`src/rtl/user_strm_arb.sv`:
```
// N-stream aggregator: round-robin host->user arbiter with burst locking, and a tag-driven
// user->host demultiplexer. Define STRM_WORD_SWAP_EN to swap 32-bit halves of every 64-bit lane.
module user_strm_arb #(
  parameter int unsigned NUM_STRM   = 4,
  parameter int unsigned DATA_WIDTH = 64,
  parameter int unsigned BURST_LEN  = 16,
  localparam int unsigned CHAN_W    = (NUM_STRM > 1) ? $clog2(NUM_STRM) : 1
) (
  input  logic                           i_user_clk,
  input  logic                           i_rst,
  input  logic [NUM_STRM-1:0]            i_strm_data_valid,
  output logic [NUM_STRM-1:0]            o_strm_ack,
  input  logic [NUM_STRM*DATA_WIDTH-1:0] i_strm_data,
  output logic                           o_user_data_valid,
  input  logic                           i_user_ack,
  output logic [DATA_WIDTH-1:0]          o_user_data,
  output logic [CHAN_W-1:0]              o_user_chan,
  input  logic                           i_user_data_valid,
  output logic                           o_user_ack,
  input  logic [DATA_WIDTH-1:0]          i_user_data,
  input  logic [CHAN_W-1:0]              i_user_chan,
  output logic [NUM_STRM-1:0]            o_strm_data_valid,
  input  logic [NUM_STRM-1:0]            i_strm_ack,
  output logic [NUM_STRM*DATA_WIDTH-1:0] o_strm_data,
  output logic                           o_chan_err
);

  localparam int unsigned CntW = $clog2(BURST_LEN + 1);

  typedef enum logic [0:0] {StIdle, StLock} state_e;

  function automatic logic [DATA_WIDTH-1:0] lane_xform(input logic [DATA_WIDTH-1:0] d);
    logic [DATA_WIDTH-1:0] r;
    r = d;
`ifdef STRM_WORD_SWAP_EN
    for (int unsigned l = 0; l < DATA_WIDTH / 64; l++) begin
      r[l*64 +: 64] = {d[l*64 +: 32], d[l*64+32 +: 32]};
    end
`endif
    return r;
  endfunction

  function automatic logic [CHAN_W-1:0] chan_inc(input logic [CHAN_W-1:0] c);
    return (32'(c) == NUM_STRM - 1) ? '0 : c + CHAN_W'(1);
  endfunction

  // Host-to-user arbiter and output register
  state_e                state_q, state_d;
  logic [CHAN_W-1:0]     lock_chan_q, lock_chan_d;
  logic [CHAN_W-1:0]     ptr_q, ptr_d;
  logic [CntW-1:0]       cnt_q, cnt_d;
  logic                  fwd_valid_q, fwd_valid_d;
  logic [DATA_WIDTH-1:0] fwd_data_q, fwd_data_d;
  logic [CHAN_W-1:0]     fwd_chan_q, fwd_chan_d;

  logic                  accept, lock_vld, lock_hold, grant_vld;
  logic [CHAN_W-1:0]     grant, scan_start;
  logic [DATA_WIDTH-1:0] sel_data;
  logic [NUM_STRM-1:0]   strm_ack;

  always_comb begin
    int unsigned pos;
    pos        = 0;
    accept     = !fwd_valid_q || i_user_ack;
    lock_vld   = 1'b0;
    for (int unsigned k = 0; k < NUM_STRM; k++) begin
      if (32'(lock_chan_q) == k) lock_vld = i_strm_data_valid[k];
    end
    lock_hold  = (state_q == StLock) && lock_vld && (32'(cnt_q) < BURST_LEN);
    // A finished or broken burst resumes the scan just past the channel that held the lock.
    scan_start = (state_q == StLock) ? chan_inc(lock_chan_q) : ptr_q;

    grant_vld = 1'b0;
    grant     = '0;
    if (lock_hold) begin
      grant_vld = 1'b1;
      grant     = lock_chan_q;
    end else begin
      for (int unsigned i = 0; i < NUM_STRM; i++) begin
        pos = 32'(scan_start) + i;
        if (pos >= NUM_STRM) pos = pos - NUM_STRM;
        for (int unsigned k = 0; k < NUM_STRM; k++) begin
          if (!grant_vld && (k == pos) && i_strm_data_valid[k]) begin
            grant_vld = 1'b1;
            grant     = CHAN_W'(k);
          end
        end
      end
    end

    sel_data = '0;
    strm_ack = '0;
    for (int unsigned k = 0; k < NUM_STRM; k++) begin
      if (32'(grant) == k) begin
        sel_data    = i_strm_data[k*DATA_WIDTH +: DATA_WIDTH];
        strm_ack[k] = !i_rst && accept && grant_vld;
      end
    end

    state_d     = state_q;
    lock_chan_d = lock_chan_q;
    ptr_d       = ptr_q;
    cnt_d       = cnt_q;
    fwd_valid_d = fwd_valid_q;
    fwd_data_d  = fwd_data_q;
    fwd_chan_d  = fwd_chan_q;
    if (accept) begin
      fwd_valid_d = grant_vld;
      if (grant_vld) begin
        fwd_data_d = lane_xform(sel_data);
        fwd_chan_d = grant;
        if (lock_hold) begin
          cnt_d = cnt_q + CntW'(1);
        end else begin
          state_d     = StLock;
          lock_chan_d = grant;
          cnt_d       = CntW'(1);
        end
      end else if (state_q == StLock) begin
        state_d = StIdle;
        ptr_d   = chan_inc(lock_chan_q);
        cnt_d   = '0;
      end
    end
  end

  // User-to-host demultiplexer
  logic [NUM_STRM-1:0]            ret_valid_q, ret_valid_d;
  logic [NUM_STRM*DATA_WIDTH-1:0] ret_data_q, ret_data_d;
  logic                           chan_err_q, chan_err_d;
  logic                           in_range, ret_ack;

  always_comb begin
    in_range = 32'(i_user_chan) < NUM_STRM;
    // Out-of-range tags match no channel, so they are acked and dropped.
    ret_ack  = 1'b1;
    for (int unsigned k = 0; k < NUM_STRM; k++) begin
      if (32'(i_user_chan) == k) ret_ack = !ret_valid_q[k] || i_strm_ack[k];
    end
    ret_ack = ret_ack && !i_rst;

    ret_valid_d = ret_valid_q & ~i_strm_ack;
    ret_data_d  = ret_data_q;
    for (int unsigned k = 0; k < NUM_STRM; k++) begin
      if (i_user_data_valid && ret_ack && (32'(i_user_chan) == k)) begin
        ret_valid_d[k]                         = 1'b1;
        ret_data_d[k*DATA_WIDTH +: DATA_WIDTH] = lane_xform(i_user_data);
      end
    end
    chan_err_d = chan_err_q || (i_user_data_valid && !in_range);
  end

  always_ff @(posedge i_user_clk) begin
    if (i_rst) begin
      state_q     <= StIdle;
      lock_chan_q <= '0;
      ptr_q       <= '0;
      cnt_q       <= '0;
      fwd_valid_q <= 1'b0;
      fwd_data_q  <= '0;
      fwd_chan_q  <= '0;
      ret_valid_q <= '0;
      ret_data_q  <= '0;
      chan_err_q  <= 1'b0;
    end else begin
      state_q     <= state_d;
      lock_chan_q <= lock_chan_d;
      ptr_q       <= ptr_d;
      cnt_q       <= cnt_d;
      fwd_valid_q <= fwd_valid_d;
      fwd_data_q  <= fwd_data_d;
      fwd_chan_q  <= fwd_chan_d;
      ret_valid_q <= ret_valid_d;
      ret_data_q  <= ret_data_d;
      chan_err_q  <= chan_err_d;
    end
  end

  assign o_strm_ack        = strm_ack;
  assign o_user_data_valid = fwd_valid_q;
  assign o_user_data       = fwd_data_q;
  assign o_user_chan       = fwd_chan_q;
  assign o_user_ack        = ret_ack;
  assign o_strm_data_valid = ret_valid_q;
  assign o_strm_data       = ret_data_q;
  assign o_chan_err        = chan_err_q;

endmodule
```
`config.mk`:
```
export PLATFORM = sky130hd
export DESIGN_NAME = user_strm_arb
export DESIGN_NICKNAME = d
export VERILOG_FILES = /design/src/rtl/user_strm_arb.sv
export SDC_FILE = /design/constraint.sdc
export NUM_CORES = 1
export LEC_CHECK = 0
export CAP_MARGIN = 0
export CELL_PAD_IN_SITES_DETAIL_PLACEMENT = 1
export CELL_PAD_IN_SITES_GLOBAL_PLACEMENT = 1
export CORE_AREA = 2 2 262 264
export CTS_CLUSTER_SIZE = 12
export DETAILED_ROUTE_END_ITERATION = 8
export DIE_AREA = 0 0 264 266
export GPL_ROUTABILITY_DRIVEN = 0
export PLACE_DENSITY_LB_ADDON = 0.08
export SLEW_MARGIN = 15
export SYNTH_ARGS = -nofsm -noshare
export SYNTH_HDL_FRONTEND = slang
export SYNTH_SLANG_ARGS = --single-unit
```
`constraint.sdc`:
```
create_clock -name i_user_clk -period 4.9 [get_ports i_user_clk]
set_input_delay 0.98 -clock i_user_clk [delete_from_list [all_inputs] [get_ports i_user_clk]]
set_output_delay 0.98 -clock i_user_clk [all_outputs]
set_load 0.01 [all_outputs]
```
==> summary.md <==
| Metric | Value |
|---|---|
| Status | `complete, no violations` |
| Avg Cell Area, Syn | `7.639 um2` |
| Synth top cells by count | `709 x nand2_1, 337 x dfxtp_1, 334 x a21oi_1, 106 x clkbuf_1, 65 x mux2i_1` |
| Maximum number of pins on one net before global-route repair | `186` |
| Largest fanout of any net on the critical path | `13` |
| Bufs on Longest Clock Path | `3` |
| Actual transition at the worst max-transition pin | `1072 ps` |
| Type of the setup path with the least slack | `in -> out` |
| Vias in the first global route | `17,120` |
| Upper clock frequency limit | `about 220 MHz` |
| Worst reg2reg path depth | `9` |
| Setup repair after global routing missed its margin | `false` |
| Synthesized instance count | `1,958` |
| Clock transition at the register clock pins on the worst setup and hold paths after CTS | `approximately 60 ps` |
| Share of synthesized area occupied by flip-flops and latches | `45.10%` |
| Total number of vias | `16,300` |
| CORE AREA | `slightly below 70,000 um2` |
| Master cell of the clock root buffer | `clkbuf_16` |
| Total negative setup slack | `0 ps` |
| Die height | `266 um` |
| Number of antenna violations at the first check in global routing | `17` |
| Fraction of layout instances using a drive strength above 1 | `4.994%` |
| Average wire length per cell after detail routing | `22.69 um` |
| Static power due to leakage | `about 0.0084 uW` |
| Area growth, synth to finish | `59.48%` |
| Final setup violating endpoints | `0` |
| VDD IR-drop max | `234.0 uV` |
| Wire length of the first global-routing pass | `115.1 mm` |
| Share of flip-flops with an asynchronous set or reset after synthesis | `0%` |
| Top cells by area in the synthesized netlist | `dfxtp_1 45%, nand2_1 18%, a21oi_1 11%` |
| Standard cell with the maximum stage delay on the critical path | `clkdlybuf4s50_1` |
| Critical path's top delay family | `buffers and inverters` |
| Post-Syn Area | `14,960 um2` |
| Critical Path Most Common Cell | `clkdlybuf4s50_1` |
| Buf+Inv Stages, Crit Path | `2` |
| Final core area utilization | `between 30% and 40%` |
| Worst skew pair latency | `between 500 and 600 ps` |
| Final HPWL DP | `roughly 56 mm` |
| EDFF count, synth | `0` |
| Clock tree from TritonCTS | `done` |
| Kind of end point of the critical path | `output port` |
| Row count | `96` |
| Startpoint of the most critical setup path | `i_strm_data_valid[0]` |
| Worst endpoint data arrival time | `approximately 3600 ps` |
| Number of gates given a new drive strength after cts | `0` |
| Reg-to-reg setup timing slack | `1410 ps` |
| Worst setup endpoint | `o_strm_ack[1]` |
| Clock sinks | `337` |
| Via/cell ratio | `between 4 and 5` |
| Path category of the worst min-delay check | `reg -> reg` |
| Worst reg2reg path startpoint | `lock_chan_q[0]$_SDFFE_PP0P_` |
| Max Transition Viols Final | `0` |
| Worst hold margin | `between 400 and 500 ps` |
| Die outline area | `70,220 um2` |
| Drt total wl | `78.31 mm` |
| GRT Total Usage | `21.55%` |
| Count of hold buffers inserted by post-cts repair | `0` |
| GRT Residual Overflow | `0` |
| DRC viols | `0` |
| Cell with the most instances after synthesis | `nand2_1` |
| Post-route clock period utilization | `between 90% and 100%` |
| Number of buffers created by CTS | `43` |
| Cell count along the critical path | `8` |
| Total number of yosys warnings | `0` |
| Sort of element at the start of the critical path | `primary input` |
| Number of filler instances in the final layout | `slightly below 8,000` |
| Cell taking the most area after synthesis | `dfxtp_1` |
| Worst path max stage delay | `580 ps` |
| Initial DRC Count | `749` |
| Worst max-slew margin expressed relative to the limit | `between 20% and 30%` |
| Die width | `264 um` |
| Distinct cell type count of the synthesized netlist | `49` |
| Buffer count from post-CTS setup fixing | `0` |
| Total Nets Final | `2,871` |
| # port buffers | `665` |
| Effective utilization at floorplan | `22.08%` |
| Cell Chain, Critical Path | `clkdlybuf4s50_1, and3b_1, a2111oi_2, or2_4, a21o_4, nand2_2, nor2_1, clkdlybuf4s50_1` |
| I/O pin cnt | `about 670` |
| H-Tree Level Count | `2` |
| Final critical-path required period | `between 4000 and 5000 ps` |
| Antenna violation net count after detailed routing | `0` |
| Max-cap check violation count | `0` |
| Synthesis-stage register bit count | `337` |
| Setup Skew | `24.49 ps` |
| Share of the synthesized area in the top cell type | `45.10%` |
| Number of iterations in the first detailed-routing pass | `5` |
| Required time at the worst-slack endpoint | `between 3000 and 4000 ps` |
| Terminus of the critical flop-to-flop path | `o_user_data[21]$_SDFFE_PP0P_` |
| Net count after synthesis | `2,297` |
| Cells on Worst Hold Path | `2` |
| Hold violation count in the final report | `0` |
| Power density over cell area | `330.7 nW/um2` |
| Synth Flop Type | `dfxtp_1` |
layout make-up:
class | instances | area (um2) | share of cell area [%]
timing repair buffer | 696 | 6993 | 29.31
clock inverter | 15 | 190.2 | 0.7972
antenna | 6 | 15.01 | 0.06294
tap | 882 | 1104 | 4.626
multi-input combinational | 1451 | 7501 | 31.44
clock buffer | 61 | 1294 | 5.423
inverter | 3 | 11.26 | 0.04720
sequential | 337 | 6748 | 28.29
stage by stage:
stage / cell area [um2] / total power, uW / instances / worst slack [ps]
after floorplan: 14960 / 3719 / 1958 / 1090
after CTS: 23840 / 8035 / 3445 / 293.2
final: 23860 / 7888 / 3451 / 321.5
after global routing: 23850 / 8238 / 3448 / 128.4
after detailed placement: 22360 / 4620 / 3369 / 304.9
after global placement: 22360 / 4583 / 3369 / 373.9
cell families (layout without fill, tap and decap cells):
kind of cell             after synthesis  in the layout  synth area share [%]
AND/OR/NAND/NOR                      903            903                 26.21
AO/OA/AOI/OAI                        475            475                 18.47
flip-flops                           337            337                 45.10
buffers and inverters                170            775                 5.186
multiplexers                          67             67                 4.592
adder cells (fa/ha/maj)                5              5                0.4182
other                                  1              7               0.02507
layer usage:
metal	up-vias	wire (um)	GRT usage (%)
met4	20	1498	5.144
met5	-	126	0
li1	7771	-	-
met3	92	5891	7.246
met1	8010	31080	24.40
met2	403	39710	38.83
worst min-delay path, delay by kind of cell (launching register included):
kind               cells  cell delay (ps)
AOI/OAI and AO/OA      1               50
DFF                    1              300
and+or+nand+nor        1               50
power breakdown:
group          total (uW)  switching [uW]  internal [uW]
clock network        3340            1340           2000
logic                1580             813            764
registers            2970            80.0           2890
how the worst min path moves through the flow:
stage                                             from                            to  slack (ps)
final                     o_strm_data[87]$_SDFFE_PP0P_  o_strm_data[87]$_SDFFE_PP0P_         450
after global placement    o_strm_data[17]$_SDFFE_PP0P_  o_strm_data[17]$_SDFFE_PP0P_         440
after CTS                 o_strm_data[87]$_SDFFE_PP0P_  o_strm_data[87]$_SDFFE_PP0P_         450
after global routing      o_strm_data[92]$_SDFFE_PP0P_  o_strm_data[92]$_SDFFE_PP0P_         470
after floorplan                  cnt_q[4]$_SDFFE_PP0P_         cnt_q[4]$_SDFFE_PP0P_         450
after detailed placement  o_strm_data[87]$_SDFFE_PP0P_  o_strm_data[87]$_SDFFE_PP0P_         450
sequential cells by signal (all words and copies together) (netlist names):
signal,count
o_strm_data,256
o_user_data,64
cnt_q,5
o_strm_data_valid,4
lock_chan_q,2
o_user_chan,2
ptr_q,2
o_user_data_valid,1
state_q,1
cell usage in the layout, fill, tap and decap left out, types with 16 or more instances in the layout:
cell | netlist | routed
nand2_1 | 709 | 709
clkdlybuf4s50_1 | 0 | 664
dfxtp_1 | 337 | 336
a21oi_1 | 334 | 334
mux2i_1 | 65 | 65
nor3b_1 | 64 | 63
and3_1 | 64 | 63
o31ai_1 | 63 | 63
o211ai_1 | 63 | 63
clkbuf_16 | 0 | 43
buf_4 | 13 | 23
nor2_1 | 23 | 21
clkbuf_8 | 0 | 16
Note: power is estimated with default switching activity, not from simulation.
